===== config.mk =====
export PLATFORM = sky130hd
export DESIGN_NAME = fpu_cvt
export DESIGN_NICKNAME = d
export VERILOG_FILES = /design/src/rtl/fpu_cvt.sv
export SDC_FILE = /design/constraint.sdc
export NUM_CORES = 1
export LEC_CHECK = 0
export BUFFER_PORTS_ARGS = -buffer_cell sky130_fd_sc_hd__clkbuf_2
export CELL_PAD_IN_SITES_DETAIL_PLACEMENT = 0
export CELL_PAD_IN_SITES_GLOBAL_PLACEMENT = 1
export CORE_ASPECT_RATIO = 2
export CORE_MARGIN = 2
export CORE_UTILIZATION = 33
export CTS_CLUSTER_DIAMETER = 150
export DETAILED_ROUTE_END_ITERATION = 8
export GPL_ROUTABILITY_DRIVEN = 0
export PLACE_DENSITY = 0.57
export RECOVER_POWER = 50
export SKIP_LAST_GASP = 1
export SYNTH_ARGS = -nofsm -noshare
export SYNTH_HDL_FRONTEND = slang
export SYNTH_SLANG_ARGS = --single-unit
export TNS_END_PERCENT = 100

===== constraint.sdc =====
create_clock -name clk -period 4.7 [get_ports clk]
set_input_delay 0 -clock clk [delete_from_list [all_inputs] [get_ports clk]]
set_output_delay 0 -clock clk [all_outputs]
set_load 0.02 [all_outputs]

===== src/rtl/fpu_cvt.sv =====
// Multi-cycle int<->float converter: IDLE -> S1 (unpack/normalise) -> S2 (round/pack) -> RESP.
// Fixed three-cycle latency with start/busy/done handshake and saturation/invalid flags.
module fpu_cvt #(
    parameter int unsigned DATA_W = 16,
    parameter int unsigned EXP_W  = 8,
    parameter int unsigned BIAS   = 127,
    parameter int unsigned ROUND  = 1
) (
    input  logic              clk,
    input  logic              reset,
    input  logic              start,
    input  logic [4:0]        instr,
    input  logic [DATA_W-1:0] op,
    output logic [DATA_W-1:0] result,
    output logic              ovf,
    output logic              inv,
    output logic              busy,
    output logic              done
);
    localparam int unsigned MANT_W = DATA_W - 1 - EXP_W;
    localparam int unsigned LW     = $clog2(DATA_W);
    localparam logic [4:0] OPITOF = 5'h13;
    localparam logic [4:0] OPFTOI = 5'h12;
    localparam logic [DATA_W-1:0] INT_MAX  = {1'b0, {(DATA_W-1){1'b1}}};
    localparam logic [DATA_W-1:0] INT_MIN  = {1'b1, {(DATA_W-1){1'b0}}};
    localparam logic [EXP_W-1:0]  EXP_ONES = '1;

    typedef enum logic [1:0] {IDLE, S1, S2, RESP} state_t;
    state_t state, state_n;

    logic              accept;
    logic [4:0]        instr_r;
    logic [DATA_W-1:0] op_r;

    // stage-1 results
    logic              s1_sign, s1_zero, s1_sat;
    logic [EXP_W-1:0]  s1_exp;
    logic [DATA_W-2:0] s1_frac;
    logic [DATA_W-1:0] s1_mag;
    logic              nx_sign, nx_zero, nx_sat;
    logic [EXP_W-1:0]  nx_exp;
    logic [DATA_W-2:0] nx_frac;
    logic [DATA_W-1:0] nx_mag;

    // stage-2 results
    logic [DATA_W-1:0] s2_res, nx2_res;
    logic              s2_ovf, nx2_ovf, s2_inv, nx2_inv;

    // ITOF / FTOI unpack helpers
    logic [DATA_W-1:0] mag_i;
    logic [LW-1:0]     msb_i;
    logic [DATA_W-2:0] norm_i;
    logic [EXP_W-1:0]  exp_i;
    logic              sign_f, zero_f, sat_f;
    logic [EXP_W-1:0]  exp_f;
    logic [31:0]       e_f;
    logic [DATA_W-1:0] sig_f, mag_f;

    // round/pack helpers
    logic [MANT_W-1:0] mant_t;
    logic [MANT_W:0]   mant_sum;
    logic [EXP_W-1:0]  exp_rnd;
    logic              guard, sticky, rnd;

    assign accept = (state == IDLE) && start;

    always_ff @(posedge clk) begin
        if (reset) state <= IDLE;
        else       state <= state_n;
    end

    always_comb begin
        state_n = state;
        unique case (state)
            IDLE:    if (start) state_n = S1;
            S1:      state_n = S2;
            S2:      state_n = RESP;
            RESP:    state_n = IDLE;
            default: state_n = IDLE;
        endcase
    end

    // ITOF: magnitude, leading-one position, left-justified fraction below the leading one
    always_comb begin
        mag_i = op_r[DATA_W-1] ? -op_r : op_r;
        msb_i = '0;
        for (int i = 0; i < DATA_W; i++) begin
            if (mag_i[i]) msb_i = LW'(i);
        end
        norm_i = (DATA_W-1)'(mag_i << (LW'(DATA_W-1) - msb_i));
        exp_i  = EXP_W'(BIAS + 32'(msb_i));
    end

    // FTOI: unbiased exponent drives a left or truncating right shift of {1,mant}
    always_comb begin
        sign_f = op_r[DATA_W-1];
        exp_f  = op_r[DATA_W-2 -: EXP_W];
        e_f    = 32'(exp_f) - 32'(BIAS);
        sig_f  = DATA_W'({1'b1, op_r[MANT_W-1:0]});
        if (e_f >= 32'(MANT_W)) mag_f = sig_f << (e_f - 32'(MANT_W));
        else                    mag_f = sig_f >> (32'(MANT_W) - e_f);
        zero_f = (exp_f == '0) || (32'(exp_f) < 32'(BIAS));
        // only -2^(DATA_W-1) may legally reach the top bit
        sat_f  = (exp_f == EXP_ONES) ||
                 (!zero_f && ((e_f > 32'(DATA_W-1)) ||
                              (mag_f[DATA_W-1] && !(sign_f && (mag_f == INT_MIN)))));
    end

    always_comb begin
        nx_sign = 1'b0;
        nx_zero = 1'b0;
        nx_sat  = 1'b0;
        nx_exp  = '0;
        nx_frac = '0;
        nx_mag  = '0;
        case (instr_r)
            OPITOF: begin
                nx_sign = op_r[DATA_W-1];
                nx_zero = (op_r == '0);
                nx_exp  = exp_i;
                nx_frac = norm_i;
            end
            OPFTOI: begin
                nx_sign = sign_f;
                nx_zero = zero_f;
                nx_sat  = sat_f;
                nx_mag  = mag_f;
            end
            default: ;
        endcase
    end

    // round-to-nearest-even; mantissa carry-out bumps the exponent
    always_comb begin
        mant_t   = s1_frac[DATA_W-2 -: MANT_W];
        guard    = s1_frac[EXP_W-1];
        sticky   = |s1_frac[EXP_W-2:0];
        rnd      = (ROUND != 0) && guard && (sticky || mant_t[0]);
        mant_sum = {1'b0, mant_t} + (MANT_W+1)'(rnd);
        exp_rnd  = s1_exp + EXP_W'(mant_sum[MANT_W]);
        nx2_res  = '0;
        nx2_ovf  = 1'b0;
        nx2_inv  = 1'b0;
        case (instr_r)
            OPITOF: begin
                if (!s1_zero) nx2_res = {s1_sign, exp_rnd, mant_sum[MANT_W-1:0]};
            end
            OPFTOI: begin
                if (s1_sat) begin
                    nx2_res = s1_sign ? INT_MIN : INT_MAX;
                    nx2_ovf = 1'b1;
                end else if (!s1_zero) begin
                    nx2_res = s1_sign ? -s1_mag : s1_mag;
                end
            end
            default: nx2_inv = 1'b1;
        endcase
    end

    always_ff @(posedge clk) begin
        if (accept) begin
            instr_r <= instr;
            op_r    <= op;
        end
        if (state == S1) begin
            s1_sign <= nx_sign;
            s1_zero <= nx_zero;
            s1_sat  <= nx_sat;
            s1_exp  <= nx_exp;
            s1_frac <= nx_frac;
            s1_mag  <= nx_mag;
        end
        if (state == S2) begin
            s2_res <= nx2_res;
            s2_ovf <= nx2_ovf;
            s2_inv <= nx2_inv;
        end
    end

    always_ff @(posedge clk) begin
        if (reset) begin
            result <= '0;
            ovf    <= 1'b0;
            inv    <= 1'b0;
            busy   <= 1'b0;
            done   <= 1'b0;
        end else begin
            busy <= (state_n != IDLE);
            done <= (state == RESP);
            if (state == RESP) begin
                result <= s2_res;
                ovf    <= s2_ovf;
                inv    <= s2_inv;
            end
        end
    end
endmodule


== Word-level counts from Yosys, hierarchy flattened ==
Cells that the tools add are included.

* Register bits: 103
* Latch bits: 0
* RAM bits: 0
* Memory bits (read-only): 0
* Input bits: 24
* Word-level logic and storage cells: 84
* Memories: 0

* Add/sub/neg operators: 9
* Multiply operators: 0
* Divide/modulo/power cells: 0
* $lt $le $gt $ge: 3
* Equal/unequal tests: 7
* Shift-type cells: 3
* Mux-type cells: 28
* Bitwise gates (word level): 0
* Reduce and logical (&&, ||, !) cells: 17

{| class="wikitable"
|+ Operators by type and width
! kind !! count
|-
| $mux W16 || 7
|-
| $mux W4 || 14
|-
| $ge A32 B3 Y1 const B || 1
|-
| $gt A32 B4 Y1 const B || 1
|-
| $neg A16 Y16 || 2
|-
| $pmux W16 S2 || 1
|-
| $shl A8 B32 Y16 || 1
|-
| $shr A8 B32 Y16 || 1
|-
| $eq A16 B16 Y1 const B || 1
|-
| $logic_not A16 Y1 || 1
|-
| $shl A16 B4 Y15 || 1
|-
| $eq A5 B5 Y1 const B || 2
|-
| $sub A4 B9 Y10 const A || 1
|-
| $sub A9 B4 Y10 const B || 1
|-
| $sub A8 B7 Y9 const B || 1
|-
| $add A7 B1 Y8 || 1
|-
| $add A7 B4 Y8 const A || 1
|-
| $add A8 B1 Y8 || 1
|-
| $eq A8 B8 Y1 const B || 1
|-
| $logic_not A8 Y1 || 1
|-
| $lt A8 B7 Y1 const B || 1
|-
| $pmux W2 S4 || 1
|-
| $reduce_or A7 Y1 || 1
|-
| $logic_and A1 B1 Y1 || 5
|-
| 11 further kinds || 18
|}

== Depth between registers and ports, before layout ==
* Word-level depth: 19
* Depth in mapped cells: 16

== Least setup slack after synthesis ==
OpenSTA, ideal clock, no wires.

* Kind: reg-to-reg
* Start point: register op_r[7]
* End point: register s1_sat, data pin
* Data arrival time: 3.353 ns
* Data required time: 4.424 ns
* Setup slack: 1.070 ns
* Stages on the path, launching flop included: 15
* Path buffers: 3
* Cells stage by stage: edfxtp_1 clkbuf_1 clkinv_1 ha_1 clkbuf_1 nand2b_1 o21ai_0 xnor2_1 clkbuf_1 o211ai_1 o21ai_0 o21ai_0 nor4b_1 o2111a_1 a41oi_1

* Longest elaborated chain between the ends: 11
* Elaborated cells on any way between the ends: 20

{| class="wikitable"
|+ Ends and longest elaborated chain
! item !! RTL line !! source
|-
| start: declaration || 33 || <nowiki>logic [DATA_W-1:0] op_r;</nowiki>
|-
| start signal: assignment || 163 || <nowiki>op_r <= op;</nowiki>
|-
| $sub A8 B7 Y9 || 98 || <nowiki>e_f = 32'(exp_f) - 32'(BIAS);</nowiki>
|-
| $sub A4 B9 Y10 or $sub A9 B4 Y10 (tied branches) || 101, 100 ||
|-
| $shr A8 B32 Y16 or $shl A8 B32 Y16 (tied branches) || 101, 100 ||
|-
| $mux W16 || 100 || <nowiki>if (e_f >= 32'(MANT_W)) mag_f = sig_f << (e_f - 32'(MANT_W));</nowiki>
|-
| $eq A16 B16 Y1 || 106 || <nowiki>(mag_f[DATA_W-1] && !(sign_f && (mag_f == INT_MIN)))));</nowiki>
|-
| $logic_and A1 B1 Y1 || 106 ||
|-
| $logic_not A1 Y1 || 106 ||
|-
| $logic_and A1 B1 Y1 || 106 ||
|-
| $logic_or A1 B1 Y1 || 105 || <nowiki>(!zero_f && ((e_f > 32'(DATA_W-1)) ||</nowiki>
|-
| $logic_and A1 B1 Y1 || 105 ||
|-
| $logic_or A1 B1 Y1 * || 104 || <nowiki>sat_f = (exp_f == EXP_ONES) ||</nowiki>
|-
| end signal: assignment || 168 || <nowiki>s1_sat <= nx_sat;</nowiki>
|-
| end: declaration || 36 || <nowiki>logic s1_sign, s1_zero, s1_sat;</nowiki>
|}

Every way passes the cells marked *; elsewhere a longest branch is shown, timed or not.
A chain may end at the register's enable or synchronous reset.

== Worst setup path after layout ==
* Start point: register op_r[9]
* End point: register s1_frac[9], data pin

* Longest elaborated chain between the ends: 11

{| class="wikitable"
|+ Ends and longest elaborated chain
! item !! RTL line !! source
|-
| $neg A16 Y16 || 85 || <nowiki>mag_i = op_r[DATA_W-1] ? -op_r : op_r;</nowiki>
|-
| $mux W16 * || 85 ||
|-
| $mux W4 (7 in a row) || 88 || <nowiki>if (mag_i[i]) msb_i = LW'(i);</nowiki>
|-
| $sub A4 B4 Y4 || 90 || <nowiki>norm_i = (DATA_W-1)'(mag_i << (LW'(DATA_W-1) - msb_i));</nowiki>
|-
| $shl A16 B4 Y15 * || 90 ||
|-
| end signal: assignment || 170 || <nowiki>s1_frac <= nx_frac;</nowiki>
|-
| end: declaration || 38 || <nowiki>logic [DATA_W-2:0] s1_frac;</nowiki>
|}

Marked as above.

==> impl_metrics.yaml <==
run_status:
  status: "finished, violations left"
  violations: "capacitance limit, slew limit"
finish:
  final_common_cell: "nor2_1"
  multiInputGateArea_um2: 3849
  fillers: 2127
  stdcell_area_um2: 7921
  drive_above_1_share_pct: 8.968
  final_cell_mix: "nor2_1 (104), edfxtp_1 (80), a21oi_1 (55)"
  diodes: 0
  register_area_um2: 2843
  finalNetCount: 852
  final_cells: 1083
  area_growth_pct: 13.15
setup_path:
  crit_path_max_incr_delay_ns: 0.96
  crit_chain: "inv_1, ha_1, or3b_2, nor4_2, a31oi_1, a21oi_1, a211oi_1, o21ai_0, a41oi_1"
  cp.required_ns: 4.77
  slowest_stage: "a21oi_1"
  cp_num_buf_inv: 1
  critPathArrivalTime_ns: 4.31
  crit_fanout: 12
  path_delay_family: "compound AO/OA/AOI/OAI gates"
  start_kind: "flop"
  end_kind: "flop"
  crit_type: "flop to flop"
drt:
  dr_total_vias: 6110
  route.detailed.drc: 0
  viasPerCell: 5.642
  dr_wl_met3_um: 699
  m1WireLength_mm: 7.223
  highest_layer: "met4"
  drtPass1Iterations: 5
  drtIter0Drc: 424
  wl_per_cell_um: 19.34
  routed-wl-met2_mm: 11.80
  antenna_left: 0
  wirelength_mm: 20.94
die:
  dieArea_um2: 22470
  start_util_pct: 33.45
  die_x_um: 107.0
  core-area_um2: 20930
  die_y_um: 210.0
  io_pins: 44
  num_rows: 75
cts:
  post_cts_resize_count: 0
  cts-root-buf: "clkbuf_16"
  cts_num_sinks: 102
  clkLatencyLatePin_ns: 0.35
  cts_max_path_buffers: 2
  clkTransAtPathRegs_ns: 0.07
  tritoncts: "yes"
  htreeDepth: 3
  cts_buffers: 9
  hold_buffers: 22
  post_cts_buffers: 0
global_routing:
  grt_overflow: 0
  antenna_found_initial: 0
  grtUsageTotal_pct: 19.20
  grt_pass1_vias: 6253
  grt_start_max_net_pins: 42
  grt_pass1_wl_mm: 33.48
synth:
  yosysTopAreaCell: "edfxtp_1"
  synthArstFlopShare_pct: 0
  seq_area_frac_synth_pct: 40.61
  synthesis.area_um2: 7000
  synth_nets: 814
  yosys_warnings: 0
  yosysUniqueCellTypes: 76
  synth_ff_type: "edfxtp_1"
  avgSynthCellArea_um2: 9.080
  netlist_instances: 771
  synth-edff-count: 80
  netlist_top_cells_area: "edfxtp_1 (34%), dfxtp_1 (6.3%), nor2_1 (5.6%), mux2i_1 (4.9%), a21oi_1 (3.9%)"
  synth_top_area_share_pct: 34.32
  synth-seq-cells: 102
sta:
  finalClockSkew_ns: 0.009196
  setup_viol: 0
  period_share_pct: 90.17
  worstMarginPinSlew_ns: 1.755
  slew_violations: 42
  finalCriticalPeriod_ns: 4.238
  max_freq_mhz: 236.0
  grt_setup_unrepaired: "false"
  fin_setup_tns_ns: 0
  hold_viol: 0
  slew_headroom_pct: -17.00
place:
  place_inst: 1045
  placed_area_um2: 7432
  io_buffers: 43
  dp_hpwl_mm: 16.47
power:
  peakVddDrop_mv: 0.1796
  totalPowerFinal_w: 0.002999
  powerDensity_nw_per_um2: 378.6
  p_leak_nw: 2.679
hold_path:
  hp-class: "input pin to flop"
run:
  drv_cap: 1
## path summary, 6_finish.rpt
path                                               from                        to  slack, ns  depth (start not counted)
worst min register to register  s2_res[4]$_SDFFCE_PP0P_    result[4]$_SDFFE_PP0P_       0.48                          2
worst min-delay path                              reset    result[4]$_SDFFE_PP0P_       0.11                          2
worst max register to register        op_r[9]$_DFFE_PP_  s1_frac[9]$_SDFFCE_PN0N_       0.46                          9
worst max-delay path                  op_r[9]$_DFFE_PP_  s1_frac[9]$_SDFFCE_PN0N_       0.46                          9
## sequential cells by signal, summed over array words and instances (netlist names), 2 cells and up
| name | cells |
|---|---|
| result | 16 |
| s2_res | 16 |
| state | 2 |
| s1_mag | 16 |
| instr_r | 5 |
| op_r | 16 |
| s1_exp | 7 |
| s1_frac | 15 |
## area by class of cell
type	count	area share [%]
Timing Repair Buffer	77	6.302
Clock buffer	9	2.843
Tap cell	269	4.249
Clock inverter	7	0.9161
Inverter	25	1.216
Multi-Input combinational cell	594	48.59
Sequential cell	102	35.89
## worst reg2reg max path: cells and delay by family (launching register included)
| family | cells | cell delay (ns) |
|---|---|---|
| and+or+nand+nor | 2 | 1.00 |
| adders and majority gates | 1 | 0.18 |
| AOI/OAI and AO/OA | 5 | 2.02 |
| buffers and inverters | 1 | 0.18 |
| DFF | 1 | 0.57 |
## synthesized netlist by cell type (3+ instances only)
cell,count
a21boi_0,5
ha_1,19
nor2b_1,9
o31ai_1,6
or4_1,4
a31oi_1,11
mux2_2,4
o21ai_0,44
mux2i_1,34
a22oi_1,6
or2_2,4
a22o_1,4
o211ai_1,5
nor2_1,104
and2_1,4
o21a_1,4
and3_1,5
a21o_1,5
edfxtp_1,80
a211oi_1,15
clkbuf_1,37
a221oi_1,4
inv_1,21
or3_1,5
nand4_1,12
o22ai_1,16
buf_2,8
nor3_1,27
clkinv_1,3
nand2b_1,9
a21oi_1,55
o21ai_1,3
o41ai_1,5
a41oi_1,5
dfxtp_1,22
xnor2_1,26
nand2_1,41
buf_1,3
nand3b_1,3
xor2_1,20
nor3b_1,4
nor4_1,9
nand3_1,18
## routing by layer
layer / GRT usage [%] / vias to the layer above
met4: 11.96 / 0
met1: 18.43 / 2882
li1: - / 2948
met5: 0 / -
met3: 2.381 / 71
met2: 37.40 / 209
## metrics by stage
| stage | hold WS, ns | utilization [%] | setup WS [ns] |
|---|---|---|---|
| global route | 0.1620 | 37.85 | 0.1575 |
| global placement | 0.1773 | 35.52 | 0.5720 |
| detailed placement | 0.1787 | 35.52 | 0.5438 |
| CTS | 0.1291 | 37.99 | 0.5509 |
| finish | 0.1141 | 37.85 | 0.4618 |
| floorplan | 0.07666 | - | 1.070 |
## cell families (layout without fill, tap and decap cells)
logic type	after synthesis	in the layout	share of synthesized area, %
AOI/OAI and AO/OA	218	218	20.55
and+or+nand+nor	269	269	18.93
muxes	39	39	5.827
xor gates and xnor gates	48	48	6.220
adders and majority gates	19	19	3.396
DFF	102	102	40.61
buffers and inverters	75	118	4.415
other	1	1	0.05357
## where the power goes
part,switching (W),internal (W)
clock network,0.000340,0.000415
logic,0.000676,0.000363
registers,0.000115,0.00109
total,0.00113,0.00187
Power figures use the tool's default switching activity.
